[src/rtl/alu32_cmd_seq.sv]
// alu32_cmd_seq
// Command sequencer in front of a registered 32-bit ALU
// (sel 0000 AND, 0001 OR, 0010 NOT a, 0011 XOR).
//
// Operation:
//   - Accepts one operation at a time on a valid/ready command channel.
//   - Drives registered operands/opcode to the ALU.
//   - Waits out the ALU latency, then returns the captured result on a
//     valid/ready response channel.
//   - Illegal opcodes (sel >= 0100) are answered immediately with rsp_err=1
//     and rsp_data=0, without touching the ALU operand registers.
//
// Optional feature macro: ALU_SEQ_CHAIN_EN
//   When defined, a chain register keeps the last legal result. A command
//   with cmd_chain=1 then takes alu_b from that register instead of cmd_b.
//   When undefined, cmd_chain is ignored.
//
// Parameters:
//   WIDTH : operand/result width (32)
//   LAT   : ALU latency in cycles from operands presented to alu_out valid (1..4)
//
// Ports:
//   clk, rst_n                : clock, synchronous active-low reset
//   cmd_valid/cmd_ready       : command handshake
//   cmd_sel, cmd_a, cmd_b     : opcode and operands
//   cmd_chain                 : use previous result as operand b (macro only)
//   rsp_valid/rsp_ready       : response handshake
//   rsp_data, rsp_err         : result (0 on error), illegal-opcode flag
//   alu_a, alu_b, alu_sel     : registered operands/opcode to the ALU
//   alu_out                   : ALU result
//   op_cnt                    : count of completed legal operations (wraps)
module alu32_cmd_seq #(
    parameter int WIDTH = 32,
    parameter int LAT   = 1
) (
    input  logic             clk,
    input  logic             rst_n,
    input  logic             cmd_valid,
    output logic             cmd_ready,
    input  logic [3:0]       cmd_sel,
    input  logic [WIDTH-1:0] cmd_a,
    input  logic [WIDTH-1:0] cmd_b,
    input  logic             cmd_chain,
    output logic             rsp_valid,
    input  logic             rsp_ready,
    output logic [WIDTH-1:0] rsp_data,
    output logic             rsp_err,
    output logic [WIDTH-1:0] alu_a,
    output logic [WIDTH-1:0] alu_b,
    output logic [3:0]       alu_sel,
    input  logic [WIDTH-1:0] alu_out,
    output logic [15:0]      op_cnt
);

    typedef enum logic [1:0] {
        IDLE = 2'd0,
        EXEC = 2'd1,
        RESP = 2'd2
    } state_t;

    // EXEC lasts LAT+1 cycles:
    //   - one cycle for the operand registers to reach the ALU,
    //   - LAT cycles for the ALU itself.
    // The counter starts at 0, so completion happens when it reads LAT.
    localparam logic [2:0] LAT_LAST = 3'(LAT);

    state_t           state;
    logic [2:0]       lat_cnt;
    logic             legal;
    logic             done;
    logic [WIDTH-1:0] b_next;

    assign legal     = (cmd_sel[3:2] == 2'b00);
    assign done      = (state == EXEC) && (lat_cnt == LAT_LAST);
    assign cmd_ready = (state == IDLE);

`ifdef ALU_SEQ_CHAIN_EN
    logic [WIDTH-1:0] chain_q;

    assign b_next = cmd_chain ? chain_q : cmd_b;

    // Only legal completions update the chain register; error responses do not.
    always_ff @(posedge clk) begin
        if (!rst_n) begin
            chain_q <= '0;
        end else if (done) begin
            chain_q <= alu_out;
        end
    end
`else
    logic unused_chain;

    assign unused_chain = cmd_chain;
    assign b_next       = cmd_b;
`endif

    always_ff @(posedge clk) begin
        if (!rst_n) begin
            state     <= IDLE;
            lat_cnt   <= '0;
            rsp_valid <= 1'b0;
            rsp_err   <= 1'b0;
            rsp_data  <= '0;
            alu_a     <= '0;
            alu_b     <= '0;
            alu_sel   <= 4'b0000;
            op_cnt    <= '0;
        end else begin
            case (state)
                IDLE: begin
                    if (cmd_valid) begin
                        if (legal) begin
                            alu_a   <= cmd_a;
                            alu_b   <= b_next;
                            alu_sel <= cmd_sel;
                            lat_cnt <= '0;
                            state   <= EXEC;
                        end else begin
                            // Rejected without disturbing the ALU operand registers.
                            rsp_err   <= 1'b1;
                            rsp_data  <= '0;
                            rsp_valid <= 1'b1;
                            state     <= RESP;
                        end
                    end
                end
                EXEC: begin
                    if (done) begin
                        rsp_data  <= alu_out;
                        rsp_err   <= 1'b0;
                        rsp_valid <= 1'b1;
                        op_cnt    <= op_cnt + 16'd1;
                        state     <= RESP;
                    end else begin
                        lat_cnt <= lat_cnt + 3'd1;
                    end
                end
                RESP: begin
                    if (rsp_ready) begin
                        rsp_valid <= 1'b0;
                        state     <= IDLE;
                    end
                end
                default: begin
                    state     <= IDLE;
                    rsp_valid <= 1'b0;
                end
            endcase
        end
    end

endmodule
[config.mk]
export PLATFORM = sky130hd
export DESIGN_NAME = alu32_cmd_seq
export DESIGN_NICKNAME = d
export VERILOG_FILES = /design/src/rtl/alu32_cmd_seq.sv
export SDC_FILE = /design/constraint.sdc
export NUM_CORES = 1
export LEC_CHECK = 0
export ABC_AREA = 1
export CORE_MARGIN = 5
export CORE_UTILIZATION = 40
export DETAILED_ROUTE_END_ITERATION = 12
export PLACE_DENSITY = 0.8
export SYNTH_ARGS = -nofsm -noshare
export SYNTH_HDL_FRONTEND = slang
export SYNTH_SLANG_ARGS = --single-unit
[constraint.sdc]
create_clock -name clk -period 2.2 [get_ports clk]
set_clock_uncertainty 0.15 [all_clocks]
set_input_delay 0.66 -clock clk [delete_from_list [all_inputs] [get_ports clk]]
set_output_delay 0.66 -clock clk [all_outputs]
set_load 0.02 [all_outputs]
==> results_dict.tcl <==
set metrics [dict create \
    yosysWarnings 0 \
    yosys-top-cells-count "162 x nand2_1, 123 x dfxtp_1, 80 x a21oi_1" \
    setup_viol 0 \
    clk_pin_slew_ns 0.06 \
    numCtsBuffers 17 \
    internal_power_w 0.004401 \
    drt-vias-per-instance 4.904 \
    yosysSeqAreaShare_pct 54.33 \
    place_area_um2 6917 \
    grt_max_degree 53 \
    gr-total-overflow 0 \
    antenna_found_initial 0 \
    cts_sinks 123 \
    drv_cap 0 \
    vdd_ir_drop_max_v 0.0005365 \
    drive_gt1_share_pct 5.955 \
    avgSynthCellArea_um2 7.923 \
    cpMaxStageDelayCell "clkdlybuf4s50_1" \
    switchingPower_w 0.001258 \
    min_from "alu_sel[3]$_SDFFE_PN0P_" \
    synth_cell_types 23 \
    worst-path-buf-inv 1 \
    synthFlopType "dfxtp_1" \
    min_path_type "reg2reg" \
    root_buffer "clkbuf_16" \
    nets 901 \
    finalCritPeriodShare_pct 98.58 \
    path_cells "clkdlybuf4s50_1" \
    critPathArrivalTime_ns 1.36 \
    postCtsHoldBufs 0 \
    gp_congestion 0.8270 \
    n_antenna_cell 0 \
    initial_core_util_pct 41.26 \
    syn_to_final_growth_pct 67.53 \
    drtIter0Drc 265 \
    seqPwrFrac_pct 40.9 \
    hold_depth 2 \
    dp_hpwl_mm 10.41 \
    finalCriticalPeriod_ns 2.169 \
    synth_cells 572 \
    drtAntennaViolNets 0 \
    hold_end "alu_sel[3]$_SDFFE_PN0P_" \
    grt_use_total_pct 20.50 \
    pin_count 224 \
    die_w_um 116.4 \
    status "finished, final reports clean" \
    synth_top_cell_by_area "dfxtp_1" \
    finalPower_w 0.005659 \
    stdcell_area_um2 7592 \
    slowest_delay_ns 0.62 \
    ff2ff_setup_slack_ns 0.34 \
    final_hold_viol_count 0 \
    rows 38 \
    end_kind "output port" \
    clkPwrFrac_pct 48.3 \
    wl_per_cell_um 15.23 \
    crit_path_max_fanout 2 \
    synth_top_area_share_pct 54.33 \
    finalMaxSlewViolations 0 \
    coreArea_um2 10980 \
    vias 4639 \
    async_reset_ff_share_pct 0 \
    relSlewSlack_pct 65.11 \
    ys_ff_latch 123 \
    tightest_slew_ns 0.5233 \
    dieArea_um2 13560 \
    worstReg2RegStart "lat_cnt[0]$_SDFFE_PN0P_" \
    synth_edf_count 0 \
    drc 0 \
    synth.most_common_cell "nand2_1" \
    power_density_nw_per_um2 745.3 \
    wirelength_mm 14.40 \
    netlist_area_um2 4532 \
    io_buffers 222 \
    fin_cells 946 \
    clock_path_buffers 2 \
    cts_setup_buffers 0 \
    h-tree-depth 4 \
    grt_pass1_vias 4616 \
    r2r_end "op_cnt[13]$_SDFFE_PN0P_" \
    rr_worst_depth 8 \
    die_y_um 116.4 \
    grt_pass1_wl_mm 21.98 \
    synth.area.top_cells "dfxtp_1 54%, nand2_1 13%, a21oi_1 8.8%" \
    cts_tree "yes" \
    max_freq_mhz 461.1 \
    syn_nets 680 \
    cp_top_family "buffers and inverters" \
    p_sw_share_pct 22.22 \
    leakage_nw 3.820 \
    required_ns 1.39 \
    pwr-share-comb_pct 10.8 \
    crit_type "reg2out" \
    startpoint_type "flop" \
    first_pass_iters 5 \
    place_inst 914 \
    worstSkewPairLatency_ns 0.40 \
]
-- worst reg2reg max path: stages (launching register included) --
cell and delay (ns):
dfxtp_1 0.38, ha_1 0.19, nand2_1 0.09, nor2_4 0.33, nand3_1 0.20, nor2_1 0.19
nand3_1 0.11, nand2_1 0.07, nor2_1 0.04
-- worst max-delay path by stage --
stage,depth (start not counted),end,start
2_1_floorplan,6,alu_a[0]$_SDFFE_PN0P_,cmd_sel[3]
3_3_place_gp,6,alu_a[13]$_SDFFE_PN0P_,cmd_sel[3]
3_5_place_dp,6,alu_b[14]$_SDFFE_PN0P_,cmd_sel[3]
4_1_cts,1,alu_b[10],alu_b[10]$_SDFFE_PN0P_
5_1_grt,1,alu_a[7],alu_a[7]$_SDFFE_PN0P_
6_report,1,rsp_data[5],rsp_data[5]$_SDFFE_PN0P_
-- cell usage in the layout (no fill, tap or decap), types with 2 or more instances in the layout --
cell,Yosys,routed
nor3b_1,2,2
ha_1,3,3
nor2_1,65,65
nor2_2,2,2
nand3_1,10,10
clkinv_2,0,4
clkbuf_1,19,6
dlymetal6s2s_1,0,54
nand4_1,4,4
dlygate4sd2_1,0,31
clkbuf_16,0,17
clkdlybuf4s50_1,0,137
nor3_1,6,6
buf_12,0,5
nand2_1,162,162
bufinv_16,0,3
inv_1,28,27
nand2_2,2,2
inv_2,1,2
a21oi_1,80,80
o21ai_0,14,14
a22oi_1,32,32
dfxtp_1,123,123
buf_4,6,9
-- flip-flops by register name (all words and copies together) (netlist names) --
signal and cells:
rsp_data 32, rsp_err 1, alu_a 32, state 2, alu_b 32, alu_sel 4
op_cnt 16, rsp_valid 1, lat_cnt 3
-- layout make-up --
| cell class | instances | area, µm² |
|---|---|---|
| fillers | 878 | 3391 |
| repair buffers | 236 | 2486 |
| flip-flops and latches | 123 | 2462 |
| multi-input cells | 386 | 1780 |
| clock buffers | 24 | 461.7 |
| well taps | 140 | 175.2 |
| clock inverters | 8 | 117.6 |
| inverters | 29 | 108.9 |
-- power groups by stage --
stage	Combinational [W]	Sequential [W]	Clock, W
6_report	0.000610	0.00231	0.00274
5_1_grt	0.000655	0.00232	0.00290
4_1_cts	0.000617	0.00231	0.00279
3_5_place_dp	0.000625	0.00236	0
3_3_place_gp	0.000611	0.00236	0
2_1_floorplan	0.000209	0.00242	0
-- kinds of logic after synthesis --
| group | synth area share [%] |
|---|---|
| buffers and inverters | 6.378 |
| adder cells (fa/ha/maj) | 0.8284 |
| AND/OR/NAND/NOR | 22.64 |
| AO/OA/AOI/OAI | 15.82 |
| flip-flops | 54.33 |
-- repair_timing --
action	4_1_cts	5_1_grt
hold endpoints to repair	0	0
endpoints found under the setup margin	31	54
gates cloned	0	0
gates resized for setup	31	54
-- per-stage QoR --
step | utilization, % | setup TNS, ns | setup WS, ns | hold slack [ns]
4_1_cts | 67.90 | 0 | 0.0001879 | 0.2753
3_3_place_gp | 62.98 | -2.811 | -0.05098 | 0.2643
5_1_grt | 69.13 | -0.01090 | -0.01090 | 0.3136
6_report | 69.13 | 0 | 0.03119 | 0.2694
3_5_place_dp | 62.98 | -6.947 | -0.1636 | 0.2673
2_1_floorplan | - | 0 | 0.5129 | 0.3059
-- routing by layer --
| layer | global-route usage (%) | up-vias | wire [µm] |
|---|---|---|---|
| li1 | - | 2311 | - |
| met5 | 0 | - | 0 |
| met4 | 9.899 | 0 | 359 |
| met1 | 22.52 | 2148 | 5577 |
| met3 | 6.269 | 26 | 1072 |
| met2 | 35.93 | 154 | 7394 |
(Power assumes the default switching activity.)
